<file path="src/rtl/car_sprite_reader.sv">
// -----------------------------------------------------------------------------
// car_sprite_reader
//
// Consumer end of a lane pixel bus. For each pixel it computes the car sprite
// ROM address, picks up the palette index the ROM returns, resolves it through
// a 16-entry writable palette, and tracks car/player overlap on opaque texels.
// The result for a pixel presented before edge N appears after edge N+2.
// There are no stalls: one pixel is accepted on every clock.
//
// Ports:
//   Clk          system clock, all state on the rising edge
//   ResetN       asynchronous active-low reset
//   CarPixel     lane reports a car covering the current pixel
//   PlayerPixel  player sprite covers the current pixel
//   Tile         car sprite tile index (0..15)
//   PixelX       column within the car sprite
//   PixelY       row within the car sprite
//   FrameStart   one-clock pulse at the start of each frame
//   RomAddr      sprite ROM address (registered)
//   RomData      palette index returned by the ROM for RomAddr
//   PalWe        palette write strobe
//   PalIdx       palette write index
//   PalRgb       palette write data {R4,G4,B4}
//   CarVisible   opaque car texel in this output slot
//   CarRgb       colour of that texel, 0 when not visible
//   Hit          sticky collision flag
//   HitAck       acknowledge that clears Hit
//   LastOverlap  opaque overlap pixel count of the previous frame
// -----------------------------------------------------------------------------
module car_sprite_reader #(
  parameter int SpriteW = 48,
  parameter int SpriteH = 26,
  parameter int AddrW   = 15
) (
  input  logic             Clk,
  input  logic             ResetN,
  input  logic             CarPixel,
  input  logic             PlayerPixel,
  input  logic [3:0]       Tile,
  input  logic [5:0]       PixelX,
  input  logic [4:0]       PixelY,
  input  logic             FrameStart,
  output logic [AddrW-1:0] RomAddr,
  input  logic [3:0]       RomData,
  input  logic             PalWe,
  input  logic [3:0]       PalIdx,
  input  logic [11:0]      PalRgb,
  output logic             CarVisible,
  output logic [11:0]      CarRgb,
  output logic             Hit,
  input  logic             HitAck,
  output logic [7:0]       LastOverlap
);

  localparam int TileSize = SpriteW * SpriteH;

  logic             inRange;
  logic [AddrW-1:0] addrCalc;

  logic             v1;
  logic             p1;
  logic             v2;
  logic             p2;
  logic [3:0]       idx2;
  logic             opaque2;
  logic             ov2;

  logic [11:0]      palMem [16];
  logic [7:0]       ovCount;
  logic [7:0]       ovCountInc;

  // A pixel only counts as a car pixel when it also lies inside the sprite
  // rectangle; out-of-range coordinates would otherwise alias into the
  // neighbouring tile.
  assign inRange = CarPixel && (int'(PixelX) < SpriteW) && (int'(PixelY) < SpriteH);

  // All operands are widened to AddrW before multiplying so the full
  // tile offset is kept (the largest address still fits in AddrW bits).
  assign addrCalc = AddrW'(Tile) * AddrW'(TileSize)
                  + AddrW'(PixelY) * AddrW'(SpriteW)
                  + AddrW'(PixelX);

  // Index 0 is the transparent colour regardless of what pal[0] holds.
  assign opaque2 = v2 && (idx2 != 4'd0);
  assign ov2     = opaque2 && p2;

  assign ovCountInc = (ovCount == 8'hFF) ? 8'hFF : ovCount + 8'd1;

  // Stage 1: register the ROM address and the validity/player tags. Invalid
  // pixels park the ROM on address 0.
  always_ff @(posedge Clk or negedge ResetN) begin
    if (!ResetN) begin
      v1      <= 1'b0;
      p1      <= 1'b0;
      RomAddr <= '0;
    end else begin
      v1      <= inRange;
      p1      <= PlayerPixel;
      RomAddr <= inRange ? addrCalc : '0;
    end
  end

  // Stage 2: the ROM answers within the cycle after RomAddr, so its index is
  // captured alongside the delayed tags.
  always_ff @(posedge Clk or negedge ResetN) begin
    if (!ResetN) begin
      v2   <= 1'b0;
      p2   <= 1'b0;
      idx2 <= 4'd0;
    end else begin
      v2   <= v1;
      p2   <= p1;
      idx2 <= RomData;
    end
  end

  // Palette storage. A write landing on the same edge that stage 3 reads the
  // same entry is not forwarded: stage 3 sees the old colour.
  always_ff @(posedge Clk or negedge ResetN) begin
    if (!ResetN) begin
      for (int i = 0; i < 16; i++) begin
        palMem[i] <= 12'h000;
      end
    end else if (PalWe) begin
      palMem[PalIdx] <= PalRgb;
    end
  end

  // Stage 3: colour resolution, forced to black for transparent texels.
  always_ff @(posedge Clk or negedge ResetN) begin
    if (!ResetN) begin
      CarVisible <= 1'b0;
      CarRgb     <= 12'h000;
    end else begin
      CarVisible <= opaque2;
      CarRgb     <= opaque2 ? palMem[idx2] : 12'h000;
    end
  end

  // Sticky collision flag; a fresh overlap beats a simultaneous acknowledge
  // so the game FSM never loses a collision.
  always_ff @(posedge Clk or negedge ResetN) begin
    if (!ResetN) begin
      Hit <= 1'b0;
    end else if (ov2) begin
      Hit <= 1'b1;
    end else if (HitAck) begin
      Hit <= 1'b0;
    end
  end

  // Per-frame overlap counter. On a frame boundary the running count is
  // snapshotted; an overlap on that very edge belongs to the new frame, so it
  // seeds the counter with 1 instead of joining the snapshot.
  always_ff @(posedge Clk or negedge ResetN) begin
    if (!ResetN) begin
      ovCount     <= 8'd0;
      LastOverlap <= 8'd0;
    end else if (FrameStart) begin
      LastOverlap <= ovCount;
      ovCount     <= ov2 ? 8'd1 : 8'd0;
    end else if (ov2) begin
      ovCount     <= ovCountInc;
    end
  end

endmodule

</file>
<file path="config.mk">
export PLATFORM = sky130hd
export DESIGN_NAME = car_sprite_reader
export DESIGN_NICKNAME = d
export VERILOG_FILES = /design/src/rtl/car_sprite_reader.sv
export SDC_FILE = /design/constraint.sdc
export NUM_CORES = 1
export LEC_CHECK = 0
export CAP_MARGIN = 25
export CORE_MARGIN = 2
export CORE_UTILIZATION = 55
export CTS_BUF_LIST = sky130_fd_sc_hd__clkbuf_4
export DETAILED_ROUTE_END_ITERATION = 6
export DONT_BUFFER_PORTS = 1
export GPL_ROUTABILITY_DRIVEN = 0
export PLACE_DENSITY = 0.7
export SLEW_MARGIN = 20
export SYNTH_ARGS = -nofsm -noshare
export SYNTH_HDL_FRONTEND = slang
export SYNTH_SLANG_ARGS = --single-unit
export TNS_END_PERCENT = 20
</file>
<file path="constraint.sdc">
create_clock -name Clk -period 2.4 [get_ports Clk]
set_clock_uncertainty 0.05 [all_clocks]
set_input_delay 0 -clock Clk [delete_from_list [all_inputs] [get_ports Clk]]
set_output_delay 0 -clock Clk [all_outputs]
set_load 0.005 [all_outputs]
</file>
; Yosys cells after proc, flatten, opt, wreduce, memory -nomap -nowiden
; Cells that the tools add are included.
[word_totals]
ff_bits = 245
word_cells = 62
[op_classes]
addsub = 3
multipliers = 2
magnitude_cmp = 5
eq_ne = 1
mux = 14
bitwise = 2
n_reduce_logical = 8
[ops]
columns = operator, count
row1 = $bwmux 192, 1
row2 = $bmux 12 s4, 1
row3 = $demux 12 s4, 1
row4 = $mux 12, 4
row5 = $mux 8, 3
row6 = $add 15x11->15, 1
row7 = $add 15x6->15, 1
row8 = $mux 15, 1
row9 = $ge 5x5->1 const B, 2
row10 = $mul 4x6->10 const B, 1
row11 = $not 4->5, 2
row12 = $add 8x1->8 const B, 1
row13 = $eq 8x8->1 const B, 1
row14 = $mul 5x2->7 const B, 1
row15 = $lt 6x6->1 const B, 1
row16 = $logic_and 1x1->1, 5
row17 = $lt 5x1->1 const B, 1
row18 = $lt 5x5->1 const B, 1
row19 = $reduce_bool 2->1, 2
row20 = $reduce_bool 4->1, 1
row21 = $mux 1, 3

; Depth between registers and ports, before layout
[logic_depth]
depth_word = 6
ltp_mapped = 16
depth_no_buf = 15

; Worst setup path before layout
; OpenSTA, ideal clock, no wires.
[synth_timing]
path_type = in2reg
startpoint = input port Tile[2]
endpoint = register RomAddr[14]
arrival_time_ns = 3.166
path_slack_ns = -0.943
stages = 15
path_buffers = 1
cell_sequence = clkbuf_1 > inv_1 > fa_1 > inv_1 > ha_1 > ha_1 > a211oi_1 > nor2_1 > nor2_1 > ha_1 > ha_1 > or3_1 > o2bb2ai_1 > a21oi_1 > mux2i_1
[synth_between]
elab_chain_cells = 4
[synth_rtl]
columns = element, line_no
row1 = start: declaration, 39  ; input logic [3:0] Tile,
row2 = $mul 4x6->10, 79  ; assign addrCalc = AddrW'(Tile) * AddrW'(TileSize)
row3 = $add 15x11->15, 80  ; + AddrW'(PixelY) * AddrW'(SpriteW)
row4 = $add 15x6->15, 81  ; + AddrW'(PixelX);
row5 = $mux 15, 99  ; RomAddr <= inRange ? addrCalc : '0;
row6 = end signal: assignment, 99
row7 = end: declaration, 43  ; output logic [AddrW-1:0] RomAddr,
; No other way between the ends.
; A chain may end at the register's enable or synchronous reset.

; Final worst setup path
[layout_timing]
startpoint = input port Tile[1]
endpoint = register RomAddr[14]
; The elaborated chain is that of the path after synthesis.

==> impl_metrics.ini <==
[global_routing]
grt_max_degree = 244
track_usage_pct = 23.9
grt_first_pass_wirelength_mm = 40.5
grt_overflow = 0
grt_pass1_vias = 7916
antenna_found_initial = 7

[yosys]
yosysUniqueCellTypes = 47
synth_seq_cells = 243
async_reset_ff_share_pct = 100
yosys_warnings = 0
syn_inst = 788
synthesis.area_sq_um = 11500
synth-edff-count = 0
netlist.area_leader.share_pct = 52.8
synth_area_leaders = dfrtp_1 53%, mux2_2 18%, mux4_2 11%
postSynthAreaPerCell_sq_um = 14.6
ys_seq_area_share_pct = 52.8
syn-num-nets = 869
yosys.area.top_type = dfrtp_1
synth-main-ff-cell = dfrtp_1

[placed_design]
place_hpwl_mm = 16.1
dpl_cell_area_sq_um = 12100
place.port_buffers = 0
dp_slack_ps = -570
placedCellCount = 1055

[setup_path]
crit_chain = inv_1 -> fa_1 -> inv_2 -> ha_4 -> inv_1 -> fa_2 -> inv_1 -> ha_4 -> ha_4 -> o21ai_1 -> o21bai_1 -> o2bb2ai_2 -> a21oi_2 -> mux2i_1
critPathArrivalTime_ps = 2830
cpPeakStageDelay_ps = 550
cp_num_buf_inv = 4
crit_slowest_cell = fa_1
path_class = in2reg
startpoint_type = primary input
worstPathRequired_ps = 2890
crit_fanout = 4
worstSetupEndpointType = register
critPathTopFamily = adder cells

[layout]
stdcell_area_sq_um = 13600
fin_util_pct = 66.9
num-fill-cells = 1426
area_delta_synth_final_pct = 18.3
drive_gt1_share_pct = 43.6
fin_nets = 994
final_cells = 1230

[floorplan]
fp.dieH_microns = 149
dieArea_sq_um = 22100
initial_utilization_pct = 56.6
ioPinCount = 79
fp.dieW_microns = 149
core_area_sq_um = 20400
core.rowCount = 52

[power]
p_switching_w = 0.00294
power.density_nw_per_um2 = 844
vdd_drop_max_uv = 447
p_comb_share_pct = 20.9
seq_power_share_pct = 46.7
p_int_w = 0.00856
swShare_pct = 25.5
clockPowerShare_pct = 32.5
power_leakage_nw = 6.07

[routing]
vias = 7049
drt_first_iter_violations = 358
route.antenna.remaining_nets = 0
routed_via_density = 5.73
wirelength_mm = 25.2
first_pass_iters = 5
drc = 0
wl_per_cell_microns = 20.5

[sta]
holdWs_ps = -1020
max_slew.worst_pin.slew_ps = 792
min_period_ps = 2340
fin_crit_sh_pct = 97.3
timing.fmax_mhz = 428
setup-tns-final_ps = 0
setup-violations-final = 0
postLayoutSetupSlackWorst_ps = 64.6
slew_headroom_pct = 47.2
rsz0062_at_grt = yes
slew_viol_final = 0
finalHoldViolCount = 243

[worst_hold_path]
min_path_type = in2async

[status]
status = finished, violations left
violations = negative hold slack

[clock_tree]
numCtsBuffers = 66
root_buffer = clkbuf_4
cts_tree = built
htreeDepth = 3
postCtsHoldBufs = 59
clkLatencyLatePin_ps = 650
clockBufferDepth = 3
cts_num_sinks = 243
path_clk_slew_ps = 70

[run]
drv_cap = 0
timing repair:
item	CTS	global route
endpoints found under the hold margin	471	243
resized for setup	0	9
buffers inserted	0	1
endpoints found under the setup margin	0	6
synth_stat cells (2+ instances only):
master,n
a21o_1,7
dfrtp_1,243
xnor2_1,6
or2_2,3
nor3_1,8
mux2_2,180
buf_1,5
nor3b_1,3
mux4_2,55
a31oi_1,2
nand2_1,8
nand2b_1,5
fa_1,6
buf_2,7
a211oi_1,13
nand3b_1,3
inv_1,26
o21ai_0,6
a21oi_1,10
ha_1,33
and3_1,2
nand3_1,7
nor2_1,36
and2_1,19
nor2b_1,3
clkbuf_1,36
mux2_1,18
or3_1,4
mux2i_1,9
nand4_1,2
xor2_1,2
o21bai_1,2
o21a_1,4
buf_12,2
power groups by stage:
stage	Sequential [W]	Clock [W]	Combinational, W
after floorplan	0.00525	0	0.00178
after global placement	0.00534	0	0.00211
after detailed placement	0.00543	0	0.00221
after CTS	0.00536	0.00384	0.00237
after global routing	0.00546	0.00410	0.00261
final	0.00537	0.00373	0.00240
metrics by stage:
| step | total power (W) | hold slack, ps |
|---|---|---|
| 2_1_floorplan | 0.00703 | -346 |
| 3_3_place_gp | 0.00745 | -338 |
| 5_1_grt | 0.0122 | -1040 |
| 3_5_place_dp | 0.00764 | -339 |
| 4_1_cts | 0.0116 | -1050 |
| 6_report | 0.0115 | -1020 |
metal layers:
| metal | up-vias | track usage, % | wire, microns |
|---|---|---|---|
| li1 | 3162 | - | - |
| met1 | 3635 | 28.2 | 9950 |
| met2 | 204 | 41.9 | 13100 |
| met3 | 46 | 6.53 | 1620 |
| met4 | 2 | 9.10 | 513 |
| met5 | - | 0 | 13 |
path summary, 6_finish.rpt:
check                                   end  slack [ps]  startpoint  depth (start not counted)
worst max-delay path            RomAddr[14]          60     Tile[1]                         14
worst min-delay path            palMem[186]       -1020      ResetN                          0
worst max register to register          Hit         120     idx2[1]                          6
worst min register to register           p2         300          p1                          0
max in group asynchronous       RomAddr[12]        2880      ResetN                          0
min in group Clk                RomAddr[14]          50     Tile[2]                          4
cell families after synthesis:
logic type | count (synthesis) | share of synthesized area (%)
mux | 263 | 31.1
flops | 243 | 52.8
simple gates | 105 | 4.70
buf+inv | 78 | 2.97
compound gates | 52 | 3.17
fa+ha+maj | 39 | 4.63
xor+xnor | 8 | 0.608
flip-flops by register name (all words and copies together), names as in the netlist, 4 cells and up:
register,flops
idx2,4
RomAddr,15
CarRgb,12
ovCount,8
LastOverlap,8
palMem,190
layout by cell type, fill, tap and decap left out, types with 6 or more instances in the layout:
cell / instances
dfrtp_1: 241
a211oi_1: 11
xnor2_1: 6
mux2i_1: 9
nand2_1: 8
clkbuf_4: 101
nor3_1: 8
ha_4: 6
buf_4: 46
inv_1: 24
and2_1: 19
mux4_2: 55
mux2_2: 180
nor2_1: 35
nand3_1: 7
a21oi_1: 7
a21o_1: 7
ha_1: 26
mux2_1: 18
dlygate4sd3_1: 59
area by class of cell:
class                           count  area [sq um]  share of cell area [%]
Inverter                           27           104                   0.763
Tap cell                          270           338                    2.48
Antenna cell                        5          12.5                  0.0919
Clock inverter                      9          90.1                   0.661
Sequential cell                   243          6080                    44.7
Multi-Input combinational cell    467          5240                    38.5
Timing Repair Buffer              108           996                    7.31
Clock buffer                      101           758                    5.57
worst register-to-register path: stages, from the launching register on:
cell	delay, ps
dfrtp_2	520
buf_4	250
o41ai_4	380
inv_2	110
nand2_1	180
o21ai_0	110
dlygate4sd3_1	570
(Power assumes the default switching activity.)
